==> config.mk <==
export PLATFORM = sky130hd
export DESIGN_NAME = mbox_pc_sequencer
export DESIGN_NICKNAME = d
export VERILOG_FILES = /design/src/rtl/mbox_seq_pkg.sv /design/src/rtl/mbox_watchdog.sv /design/src/rtl/mbox_pc_sequencer.sv
export SDC_FILE = /design/constraint.sdc
export NUM_CORES = 1
export LEC_CHECK = 0
export CAP_MARGIN = 20
export CORE_MARGIN = 8
export CORE_UTILIZATION = 50
export CTS_BUF_LIST = sky130_fd_sc_hd__clkbuf_4
export DETAILED_ROUTE_END_ITERATION = 10
export GPL_TIMING_DRIVEN = 0
export PLACE_DENSITY_LB_ADDON = 0.08
export RECOVER_POWER = 100
export SKIP_LAST_GASP = 1
export SYNTH_ARGS = -nofsm -noshare
export SYNTH_HDL_FRONTEND = slang
export SYNTH_SLANG_ARGS = --single-unit
==> constraint.sdc <==
create_clock -name clk -period 2.85 [get_ports clk]
set_clock_uncertainty 0.2 [all_clocks]
set_input_delay 0.285 -clock clk [delete_from_list [all_inputs] [get_ports clk]]
set_output_delay 0.285 -clock clk [all_outputs]
set_load 0.005 [all_outputs]
==> src/rtl/mbox_seq_pkg.sv <==
// mbox_seq_pkg
// Shared definitions for the Math Box program sequencer: default widths,
// watchdog limit and the sequencer state encoding.
// No ports (package).
package mbox_seq_pkg;

    localparam int DEF_PC_W     = 8;     // microcode PC / ROM address width
    localparam int DEF_CMD_W    = 5;     // CPU command (start-PROM index) width
    localparam int WDOG_W       = 10;    // watchdog counter width
    localparam int DEF_WDOG_MAX = 1023;  // RUN cycles before forced termination

    typedef enum logic [2:0] {
        IDLE   = 3'd0,
        LOOKUP = 3'd1,
        LOAD   = 3'd2,
        RUN    = 3'd3,
        DONE   = 3'd4
    } seq_state_t;

endpackage

==> src/rtl/mbox_watchdog.sv <==
// mbox_watchdog
// RUN-cycle watchdog for the Math Box sequencer. The count is cleared while
// the program start address is loaded and advances on every RUN cycle that
// actually executes a microword.
// Ports:
//   clk      in   system clock
//   reset    in   synchronous, active-high reset
//   i_clear  in   zero the count
//   i_en     in   count this cycle
//   o_hit    out  this cycle's increment brings the count to MAX
module mbox_watchdog
    import mbox_seq_pkg::*;
#(
    parameter int W   = WDOG_W,
    parameter int MAX = DEF_WDOG_MAX
) (
    input  logic clk,
    input  logic reset,
    input  logic i_clear,
    input  logic i_en,
    output logic o_hit
);

    // Terminal count is one below MAX: the cycle that increments the count
    // to MAX is the MAX-th executed RUN cycle, which is when the program is
    // forced to terminate.
    localparam logic [W-1:0] LAST = W'(MAX - 1);

    logic [W-1:0] r_count;

    always_ff @(posedge clk) begin
        if (reset || i_clear) begin
            r_count <= '0;
        end else if (i_en) begin
            r_count <= r_count + 1'b1;
        end
    end

    assign o_hit = i_en && (r_count == LAST);

endmodule

==> src/rtl/mbox_pc_sequencer.sv <==
// mbox_pc_sequencer
// Math Box program sequencer: accepts CPU command writes, looks up the
// microprogram start address, and steps / jumps / stops the microcode PC.
// Optional single-step support is built when MBOX_STEP_EN is defined.
// Ports:
//   clk, reset           system clock, synchronous active-high reset
//   step_mode, step      (MBOX_STEP_EN only) single-step control
//   cmd_wr, cmd_addr     CPU command write strobe and command code
//   start_addr           registered index into the start-address PROM
//   start_pc             PROM data, valid one cycle after start_addr changes
//   pcen_n, jump_pc      0 = load jump_pc (from PC-enable control / microword)
//   stop                 microword stop bit
//   pc                   microcode ROM address
//   begin_n              low for the single cycle the start PC is loaded
//   busy, done           busy from accept until end, one-cycle done pulse
//   timeout, cmd_overrun sticky status, cleared by the next accepted command
module mbox_pc_sequencer
    import mbox_seq_pkg::*;
#(
    parameter int PC_W     = DEF_PC_W,
    parameter int CMD_W    = DEF_CMD_W,
    parameter int WDOG_MAX = DEF_WDOG_MAX
) (
    input  logic             clk,
    input  logic             reset,
`ifdef MBOX_STEP_EN
    input  logic             step_mode,
    input  logic             step,
`endif
    input  logic             cmd_wr,
    input  logic [CMD_W-1:0] cmd_addr,
    output logic [CMD_W-1:0] start_addr,
    input  logic [PC_W-1:0]  start_pc,
    input  logic             pcen_n,
    input  logic [PC_W-1:0]  jump_pc,
    input  logic             stop,
    output logic [PC_W-1:0]  pc,
    output logic             begin_n,
    output logic             busy,
    output logic             done,
    output logic             timeout,
    output logic             cmd_overrun
);

    seq_state_t       r_state;
    logic [PC_W-1:0]  r_pc;
    logic [CMD_W-1:0] r_start_addr;
    logic             r_begin_n;
    logic             r_busy;
    logic             r_done;
    logic             r_timeout;
    logic             r_cmd_overrun;

    logic             w_advance;
    logic             w_wdog_hit;

    // A RUN cycle that does not advance holds PC, stop evaluation and watchdog.
`ifdef MBOX_STEP_EN
    assign w_advance = (r_state == RUN) && (!step_mode || step);
`else
    assign w_advance = (r_state == RUN);
`endif

    mbox_watchdog #(
        .W   (WDOG_W),
        .MAX (WDOG_MAX)
    ) u_wdog (
        .clk     (clk),
        .reset   (reset),
        .i_clear (r_state == LOAD),
        .i_en    (w_advance),
        .o_hit   (w_wdog_hit)
    );

    always_ff @(posedge clk) begin
        if (reset) begin
            r_state       <= IDLE;
            r_pc          <= '0;
            r_start_addr  <= '0;
            r_begin_n     <= 1'b1;
            r_busy        <= 1'b0;
            r_done        <= 1'b0;
            r_timeout     <= 1'b0;
            r_cmd_overrun <= 1'b0;
        end else begin
            r_done    <= 1'b0;
            r_begin_n <= 1'b1;
            case (r_state)
                IDLE, DONE: begin
                    if (cmd_wr) begin
                        r_start_addr  <= cmd_addr;
                        r_timeout     <= 1'b0;
                        r_cmd_overrun <= 1'b0;
                        r_busy        <= 1'b1;
                        r_state       <= LOOKUP;
                    end else begin
                        r_busy  <= 1'b0;
                        r_state <= IDLE;
                    end
                end
                LOOKUP: begin
                    // begin_n is registered, so drop it on entry to LOAD
                    r_begin_n <= 1'b0;
                    r_state   <= LOAD;
                end
                LOAD: begin
                    r_pc    <= start_pc;
                    r_state <= RUN;
                end
                RUN: begin
                    if (w_advance) begin
                        if (stop) begin
                            // stop also beats a watchdog hit in the same cycle
                            r_state <= DONE;
                            r_done  <= 1'b1;
                        end else begin
                            r_pc <= pcen_n ? r_pc + 1'b1 : jump_pc;
                            if (w_wdog_hit) begin
                                r_timeout <= 1'b1;
                                r_state   <= DONE;
                                r_done    <= 1'b1;
                            end
                        end
                    end
                end
                default: r_state <= IDLE;
            endcase
            if (cmd_wr && (r_state == LOOKUP || r_state == LOAD || r_state == RUN)) begin
                r_cmd_overrun <= 1'b1;
            end
        end
    end

    assign pc          = r_pc;
    assign start_addr  = r_start_addr;
    assign begin_n     = r_begin_n;
    assign busy        = r_busy;
    assign done        = r_done;
    assign timeout     = r_timeout;
    assign cmd_overrun = r_cmd_overrun;

endmodule

# [Word-level counts from Yosys, hierarchy flattened]
# Index checks and enable logic that the tools add are counted.
[op_classes] mux=17 n_shift=0 n_reduce_logical=16 n_div=0 order_cmp=0 eq_ne=9 mul=0 bitwise_logic=1 add_sub_neg=2
[op_table] operator="$mux 8" n=2
[op_table] operator="$pmux 8 s2" n=1
[op_table] operator="$pmux 3 s4" n=1
[op_table] operator="$add 10x1->10 const B" n=1
[op_table] operator="$eq 10x10->1 const B" n=1
[op_table] operator="$mux 1" n=10
[op_table] operator="$add 8x1->8 const B" n=1
[op_table] operator="$reduce_bool 2->1" n=4
[op_table] operator="$eq 3x2->1 const B" n=2
[op_table] operator="$mux 3" n=2
[op_table] operator="$ne 2x2->1 const B" n=3
[op_table] operator="$reduce_and 2->1" n=3
[op_table] operator="$reduce_and 4->1" n=1
[op_table] operator="$reduce_or 2->1" n=2
[op_table] operator="$eq 3x1->1 const B" n=1
[op_table] operator="$eq 3x3->1 const B" n=1
[op_table] operator="$logic_not 3->1" n=1
[op_table] operator="$logic_or 1x1->1" n=3
[op_table] operator="$ne 3x3->1 const B" n=1
[op_table] operator="$logic_and 1x1->1" n=2
[op_table] operator="$pmux 1 s2" n=1
[op_table] operator="$not 1->1" n=1
[word_totals] rom_bits=0 ram_bits=0 memories=0 reg_bits=31 latch_bits=0 output_inout_bits=18

# [Depth between registers and ports, before layout]
# Gate-level depths: netlist of the first run.
[depth] ltp_word=6 ltp_mapped=6 ltp_nobuf=6

# [Cells and area by module]
# From an unflattened synthesis of the first run, not the netlist that was laid out.
[hier_totals] hier_cells=182 hier_area_um2=1524.0
[by_module_without_submodules] mod="mbox_pc_sequencer" cells_each=127 area_each_um2=1051.0 instances=1
[by_module_without_submodules] mod="mbox_watchdog" cells_each=55 area_each_um2=473.0 instances=1

# [Worst setup path after synthesis of the first run]
# Ideal clock, no wire load.
[synth_timing] kind="register to register" from="register r_pc[0], in the netlist pc[0]" to="register r_pc[6], in the netlist pc[6]" n_path_buf=0 required_time_ns=2.570 slack_ns=1.146 t_arrival_ns=1.424 path_stages_with_launch=6 cell_sequence="dfxtp_1 ha_1 inv_1 or3_1 a31o_1 a211oi_2"
[synth_via] elab_chain_len=4
[synth_rtl] item="start: declaration" line_no="mbox_pc_sequencer.sv:46" rtl="logic [PC_W-1:0] r_pc;"
[synth_rtl] item="start signal: assignment" line_no="mbox_pc_sequencer.sv:107" rtl="r_pc <= start_pc;"
[synth_rtl] item="start signal: assignment" line_no="mbox_pc_sequencer.sv:117" rtl="r_pc <= pcen_n ? r_pc + 1'b1 : jump_pc;"
[synth_rtl] item="$add 8x1->8" line_no="mbox_pc_sequencer.sv:117"
[synth_rtl] item="$mux 8" line_no="mbox_pc_sequencer.sv:117"
[synth_rtl] item="$mux 8" line_no="mbox_pc_sequencer.sv:112" rtl="if (stop) begin"
[synth_rtl] item="$pmux 8 s2" line_no="mbox_pc_sequencer.sv:88" rtl="case (r_state)"
# No other way between the ends. The select of a mux whose other input is x is not followed.
# A chain may end at the register's enable or synchronous reset.

# [Worst setup path in the final report of the first run]
[layout_timing] from="register r_state[1]" to="register r_pc[0], in the netlist pc[0]"
[layout_via] elab_chain_len=3 word_cells_on_any_way=6 classes_between="eq/ne (3); mux (1); reduce/logical (2)"
[layout_rtl] item="start: declaration" line_no="mbox_pc_sequencer.sv:45" rtl="seq_state_t r_state;"
[layout_rtl] item="start signal: assignment" line_no="mbox_pc_sequencer.sv:77" rtl="r_state <= IDLE;"
[layout_rtl] item="start signal: assignment" line_no="mbox_pc_sequencer.sv:95" rtl="r_state <= LOOKUP;"
[layout_rtl] item="start signal: assignment" line_no="mbox_pc_sequencer.sv:98" rtl="r_state <= IDLE;"
[layout_rtl] item="$eq 3x2->1 (on tied branches)" line_no="mbox_pc_sequencer.sv:61, mbox_pc_sequencer.sv:88"
[layout_rtl] item="$ne 2x2->1 (no line) or $reduce_bool 2->1 (tied branches)"
[layout_rtl] item="$reduce_and 2->1 (no line)"
# Several ways; a longest one is shown, not always the timed one.

==> flow_metrics.env, run 1 <==
export IMPL_synth_nets=204
export IMPL_final_area_um2=2030
export IMPL_power_frac_seq_pct=48.6
export IMPL_setup_viol=0
export IMPL_async_reset_ff_share_pct=0
export IMPL_min_from="start_addr[4]"
export IMPL_p_clk_share_pct=33.0
export IMPL_rsz0062_at_grt="no"
export IMPL_cp_max_fo=8
export IMPL_yosys_warnings=0
export IMPL_clk_latency_ns=0.34
export IMPL_dpl_cell_area_um2=1980
export IMPL_setup_slack_ns=0.772
export IMPL_finalSetupTns_ns=0
export IMPL_combinationalPowerShare_pct=18.5
export IMPL_cp_end_kind="register"
export IMPL_r2r_start="r_state[1]"
export IMPL_port_buffers=43
export IMPL_post_cts_buffers=0
export IMPL_ys_seq_elements=31
export IMPL_ir_drop_v=0.000485
export IMPL_max_cap_violations=0
export IMPL_cts_sinks=31
export IMPL_crit_arrival_ns=2.14
export IMPL_cp_required_ns=2.92
export IMPL_die_area_um2=5030
export IMPL_cts_repair_resized=0
export IMPL_diodes=0
export IMPL_gp_congestion=0.877
export IMPL_r2r_end="pc[0]"
export IMPL_finalCriticalPeriod_ns=2.08
export IMPL_cts_hold_fix_buffers=0
export IMPL_cts_tree="done"
export IMPL_status="finished, final reports clean"
export IMPL_grt_pass1_wl_um=6780
export IMPL_grt_overflow=0
export IMPL_power_density_nw_per_um2=498
export IMPL_drtPass1Iterations=4
export IMPL_final_core_util_pct=68.9
export IMPL_grt_max_degree=11
export IMPL_reg2reg_depth=5
export IMPL_vias_per_cell=5.63
export IMPL_cts_htree_levels=2
export IMPL_drive_gt1_share_pct=7.08
export IMPL_drc=0
export IMPL_pre_cts_ws_ns=0.800
export IMPL_syn_to_final_growth_pct=34.8
export IMPL_hpwl_um=3070
export IMPL_hold_ws_ns=0.262
export IMPL_cts_root_buffer="clkbuf_4"
export IMPL_synth_edf_count=0
export IMPL_drt_total_wl_um=4100
export IMPL_track_usage_pct=16.8
export IMPL_die_x_um=70.9
export IMPL_fp_dieH_um=70.9
export IMPL_syn_area_um2=1510
export IMPL_worstSetupEndpoint="pc[0]"
export IMPL_slew_viol_final=0
export IMPL_hold_viol=0
export IMPL_critPathLaunch="r_state[1]"
export IMPL_ios=44
export IMPL_reg2reg_setup_slack_ns=0.77
export IMPL_coreArea_um2=2950
export IMPL_period_share_pct=72.9
export IMPL_switching_share_pct=27.0
export IMPL_syn_inst=175
export IMPL_tightest_slew_ns=0.728
export IMPL_internal_power_mw=0.739
export IMPL_clk_pin_slew_ns=0.11
export IMPL_hold_class="reg -> reg"
export IMPL_antenna_found_initial=0
export IMPL_drtIter0Drc=71
export IMPL_nets=254
export IMPL_ys_types=38
export IMPL_final_antenna_net_count=0
export IMPL_cts_buffers=5
export IMPL_max_clock_path_buffers=2
export IMPL_wl_per_cell_um=15.8
export IMPL_power_switching_mw=0.274
export IMPL_cellLeakagePower_nw=0.751
export IMPL_start_kind="register"
export IMPL_dr_total_vias=1459
export IMPL_synth_flop_cell="dfxtp_1"
export IMPL_worstSetupPathType="reg -> reg"
export IMPL_grt_pass1_vias=1454
export IMPL_yosysSeqAreaShare_pct=41.1
export IMPL_fmax_mhz=481
export IMPL_std_cell_rows=20
export IMPL_synth_avg_cell_area_um2=8.62
export IMPL_initial_utilization_pct=51.1
export IMPL_max_slew_margin_pct=51.3
-- power groups by stage --
stage	Clock (mW)	Combinational, mW	Sequential [mW]
5_1_grt	0.357	0.209	0.496
4_1_cts	0.346	0.204	0.493
2_1_floorplan	0	0.0984	0.498
6_report	0.334	0.187	0.492
3_5_place_dp	0	0.203	0.503
3_3_place_gp	0	0.198	0.501
-- flip-flops by register name, indices dropped and copies added (netlist names) --
name            flops
busy                1
pc                  8
begin_n             1
cmd_overrun         1
done                1
u_wdog.r_count     10
timeout             1
r_state             3
start_addr          5
-- layer usage --
metal | share of wire (%) | vias up | track usage (%)
met5 | 0 | - | 0
li1 | - | 723 | -
met4 | 1.7 | 0 | 6.70
met2 | 48 | 42 | 28.8
met1 | 43 | 685 | 18.1
met3 | 6.4 | 9 | 6.50
-- placed cells by master (no fill, tap or decap), types with 2 or more instances in the layout --
master / n
mux2i_1: 2
nand2b_1: 2
nand4_1: 5
inv_1: 4
nor4_1: 4
xor2_1: 7
clkbuf_4: 5
dfxtp_1: 31
nand3_1: 5
nand2_1: 19
o21ai_0: 9
or3_1: 2
a21oi_1: 16
nor3b_1: 2
ha_1: 3
nor2_1: 18
dlygate4sd3_1: 19
a31o_1: 2
a21o_1: 3
clkdlybuf4s50_1: 24
a211oi_1: 7
clkbuf_1: 6
a211oi_2: 2
nor3_1: 5
xnor2_1: 5
and3_1: 2
-- area by class of cell --
cell class / instances / area (um2)
Buffer: 8 / 38.8
Sequential cell: 31 / 621
Inverter: 4 / 15.0
Clock buffer: 5 / 37.5
Multi-Input combinational cell: 132 / 812
Clock inverter: 3 / 38.8
Timing Repair Buffer: 43 / 430
Fill cell: 256 / 918
Tap cell: 33 / 41.3
-- kinds of logic after synthesis --
logic type               count (synthesis)  synth area share (%)
AND/OR/NAND/NOR                         70                  23.6
AO/OA/AOI/OAI                           45                  19.9
flip-flops                              31                  41.1
XOR/XNOR                                12                  6.97
buffers and inverters                   12                  4.56
adder cells (fa/ha/maj)                  3                  2.49
multiplexers                             2                  1.33
-- cell usage after synthesis (all sizes together) (2+ instances only) --
cell	number	share of area (%)
a21o	3	1.5
clkbuf	4	0.99
dfxtp	31	41
xnor2	5	2.9
and3	2	0.83
ha	3	2.5
nand2	19	4.7
inv	4	0.99
mux2i	2	1.3
nand4	6	2.9
nor4	4	1.7
a21oi	16	5.6
nor3b	2	0.99
nor3	5	1.7
or3	2	0.83
buf	4	2.6
o21ai	9	3.0
nand2b	2	0.83
a31o	2	1.2
nand3	5	1.7
nor2	18	4.5
xor2	7	4.1
a211oi	9	5.1
-- stage by stage --
| step | instances | total power [mW] |
|---|---|---|
| after floorplan | 175 | 0.597 |
| after global placement | 251 | 0.699 |
| after detailed placement | 251 | 0.706 |
| after CTS | 259 | 1.04 |
| after global routing | 259 | 1.06 |
| final | 259 | 1.01 |
-- worst min-delay path by stage --
stage                    endpoint  depth (start not counted)
finish              start_addr[4]                          2
global route        start_addr[0]                          2
CTS                 start_addr[4]                          2
detailed placement  start_addr[4]                          2
global placement    start_addr[3]                          2
floorplan                 begin_n                          1
-- critical path: stages, from the launching register on --
cell and delay (ns):
dfxtp_1 0.49, nand2b_1 0.10, clkbuf_1 0.22, a21oi_1 0.59, o32ai_1 0.20, nor3_1 0.20
(Power assumes the default switching activity.)
==> run 2: changes to the inputs <==
- CORE_UTILIZATION: 50 -> 44
- clock period: 2.85 -> 1.8 ns (I/O delays scaled with it)
==> flow_metrics.env, run 2 (synthesized netlist as in run 1, its figures left out) <==
export IMPL_fp_dieH_um=74.6
export IMPL_crit_arrival_ns=1.77
export IMPL_tightest_slew_ns=0.497
export IMPL_hold_viol=0
export IMPL_drtPass1Iterations=4
export IMPL_critPathBufInv=2
export IMPL_nets=254
export IMPL_final_core_util_pct=62.3
export IMPL_hpwl_um=2890
export IMPL_max_slew_margin_pct=66.8
export IMPL_status="finished, final reports clean"
export IMPL_ir_drop_v=0.000605
export IMPL_rsz0062_at_grt="no"
export IMPL_largest_register="u_wdog.r_count"
export IMPL_setup_slack_ns=0.0688
export IMPL_power_frac_seq_pct=52.1
export IMPL_finalCriticalPeriod_ns=1.73
export IMPL_crit_family="buffers and inverters"
export IMPL_start_kind="input pin"
export IMPL_largest_register_ffs=10
export IMPL_drtIter0Drc=34
export IMPL_worstSetupPathType="in -> reg"
export IMPL_cpMaxStageDelayCell="dlygate4sd3_1"
export IMPL_wl_per_cell_um=14.1
export IMPL_coreArea_um2=3310
export IMPL_die_x_um=74.6
export IMPL_r2r_end="pc[6]"
export IMPL_cts_buffers=5
export IMPL_ios=44
export IMPL_cp_cell_sequence="dlygate4sd3_1, clkbuf_1, o21ai_0, a21o_1, a211oi_1"
export IMPL_power_switching_mw=0.414
export IMPL_r2r_start="pc[0]"
export IMPL_std_cell_rows=21
export IMPL_cp_required_ns=1.84
export IMPL_max_cap_violations=0
export IMPL_cpPeakStageDelay_ns=0.63
export IMPL_slew_viol_final=0
export IMPL_drc=0
export IMPL_pre_cts_ws_ns=-0.181
export IMPL_cts_root_buffer="clkbuf_4"
export IMPL_cp_end_kind="register"
export IMPL_power_density_nw_per_um2=724
export IMPL_antenna_found_initial=0
export IMPL_period_share_pct=96.2
export IMPL_cts_tree="done"
export IMPL_vias_per_cell=5.27
export IMPL_cts_sinks=31
export IMPL_drt_total_wl_um=3830
export IMPL_p_clk_share_pct=27.2
export IMPL_min_from="cmd_addr[3]"
export IMPL_dr_total_vias=1433
export IMPL_port_buffers=43
export IMPL_total_power_mw=1.49
export IMPL_reg2reg_depth=5
export IMPL_cts_hold_fix_buffers=0
export IMPL_syn_to_final_growth_pct=36.7
export IMPL_grt_max_degree=11
export IMPL_hold_class="in -> reg"
export IMPL_die_area_um2=5560
export IMPL_track_usage_pct=14.4
export IMPL_cellLeakagePower_nw=0.742
export IMPL_cp_max_fo=10
export IMPL_clk_latency_ns=0.32
export IMPL_clk_pin_slew_ns=0.09
export IMPL_fmax_mhz=578
export IMPL_grt_pass1_vias=1397
export IMPL_finalSetupTns_ns=0
export IMPL_cts_htree_levels=2
export IMPL_initial_utilization_pct=45.6
export IMPL_diodes=0
export IMPL_min_path_cells=3
export IMPL_grt_overflow=0
export IMPL_grt_pass1_wl_um=6270
export IMPL_drive_gt1_share_pct=11.1
export IMPL_switching_share_pct=27.8
export IMPL_hold_end="start_addr[3]"
export IMPL_setup_viol=0
export IMPL_combinationalPowerShare_pct=20.7
export IMPL_gp_congestion=0.771
export IMPL_reg2reg_setup_slack_ns=0.08
export IMPL_final_antenna_net_count=0
export IMPL_max_clock_path_buffers=2
export IMPL_internal_power_mw=1.08
export IMPL_layout_common_cells="28 x dfxtp_1, 28 x clkdlybuf4s50_1, 19 x nand2_1"
-- run 2: cell types whose count changed in the layout (fill, tap and decap cells not counted), moves of 2 or more --
cell             change
dfxtp_2              +3
clkbuf_4             +2
clkdlybuf4s50_1      +4
clkbuf_1             -2
dlygate4sd3_1        -4
dfxtp_1              -3
-- run 2: worst register-to-register path: stages (launching register included) --
cell,delay [ns]
dfxtp_2,0.41
ha_2,0.23
inv_1,0.05
or3_1,0.33
a31o_1,0.22
a211oi_2,0.20
-- run 2: worst max path at each step --
stage          cells past startpoint  slack, ns               from         end
2_1_floorplan                      5        0.1              pc[0]       pc[6]
3_3_place_gp                       6      -0.13             pcen_n       pc[1]
3_5_place_dp                       5      -0.18             pcen_n       pc[3]
4_1_cts                            6       0.02  u_wdog.r_count[0]  r_state[2]
5_1_grt                            5     0.0006             pcen_n       pc[7]
6_report                           5       0.07             pcen_n       pc[3]
-- run 2: per-stage QoR --
step	hold slack, ns	cells	cell area [um2]
2_1_floorplan	0.0939	175	1510
3_3_place_gp	0.242	264	2000
3_5_place_dp	0.250	264	2000
4_1_cts	0.192	272	2060
5_1_grt	0.205	272	2060
6_report	0.203	272	2060
-- run 2: power by group through the flow --
stage	registers, mW	clock network, mW	logic (mW)
2_1_floorplan	0.789	0	0.156
3_3_place_gp	0.792	0	0.314
3_5_place_dp	0.794	0	0.320
4_1_cts	0.778	0.423	0.323
5_1_grt	0.787	0.454	0.340
6_report	0.778	0.406	0.309
-- run 2: cell type report --
cell class	instances	area, um2
inverters	4	15.0
well taps	46	57.6
clock inverters	1	5.00
flip-flops and latches	31	624
repair buffers	43	430
clock buffers	7	52.6
fillers	306	1250
multi-input cells	132	831
plain buffers	8	47.5
-- run 2: repair_timing --
action / in CTS / in global routing
setup buffers: 0 / 0
gates resized for setup: 1 / 6
endpoints found under the setup margin: 1 / 5
gates cloned: 0 / 0
-- run 2: routing by layer --
| layer | global-route usage [%] | routed length, um |
|---|---|---|
| met1 | 17.9 | 1730 |
| met5 | 0 | 0 |
| met4 | 6.09 | 46 |
| met2 | 20.9 | 1700 |
| met3 | 6.33 | 355 |
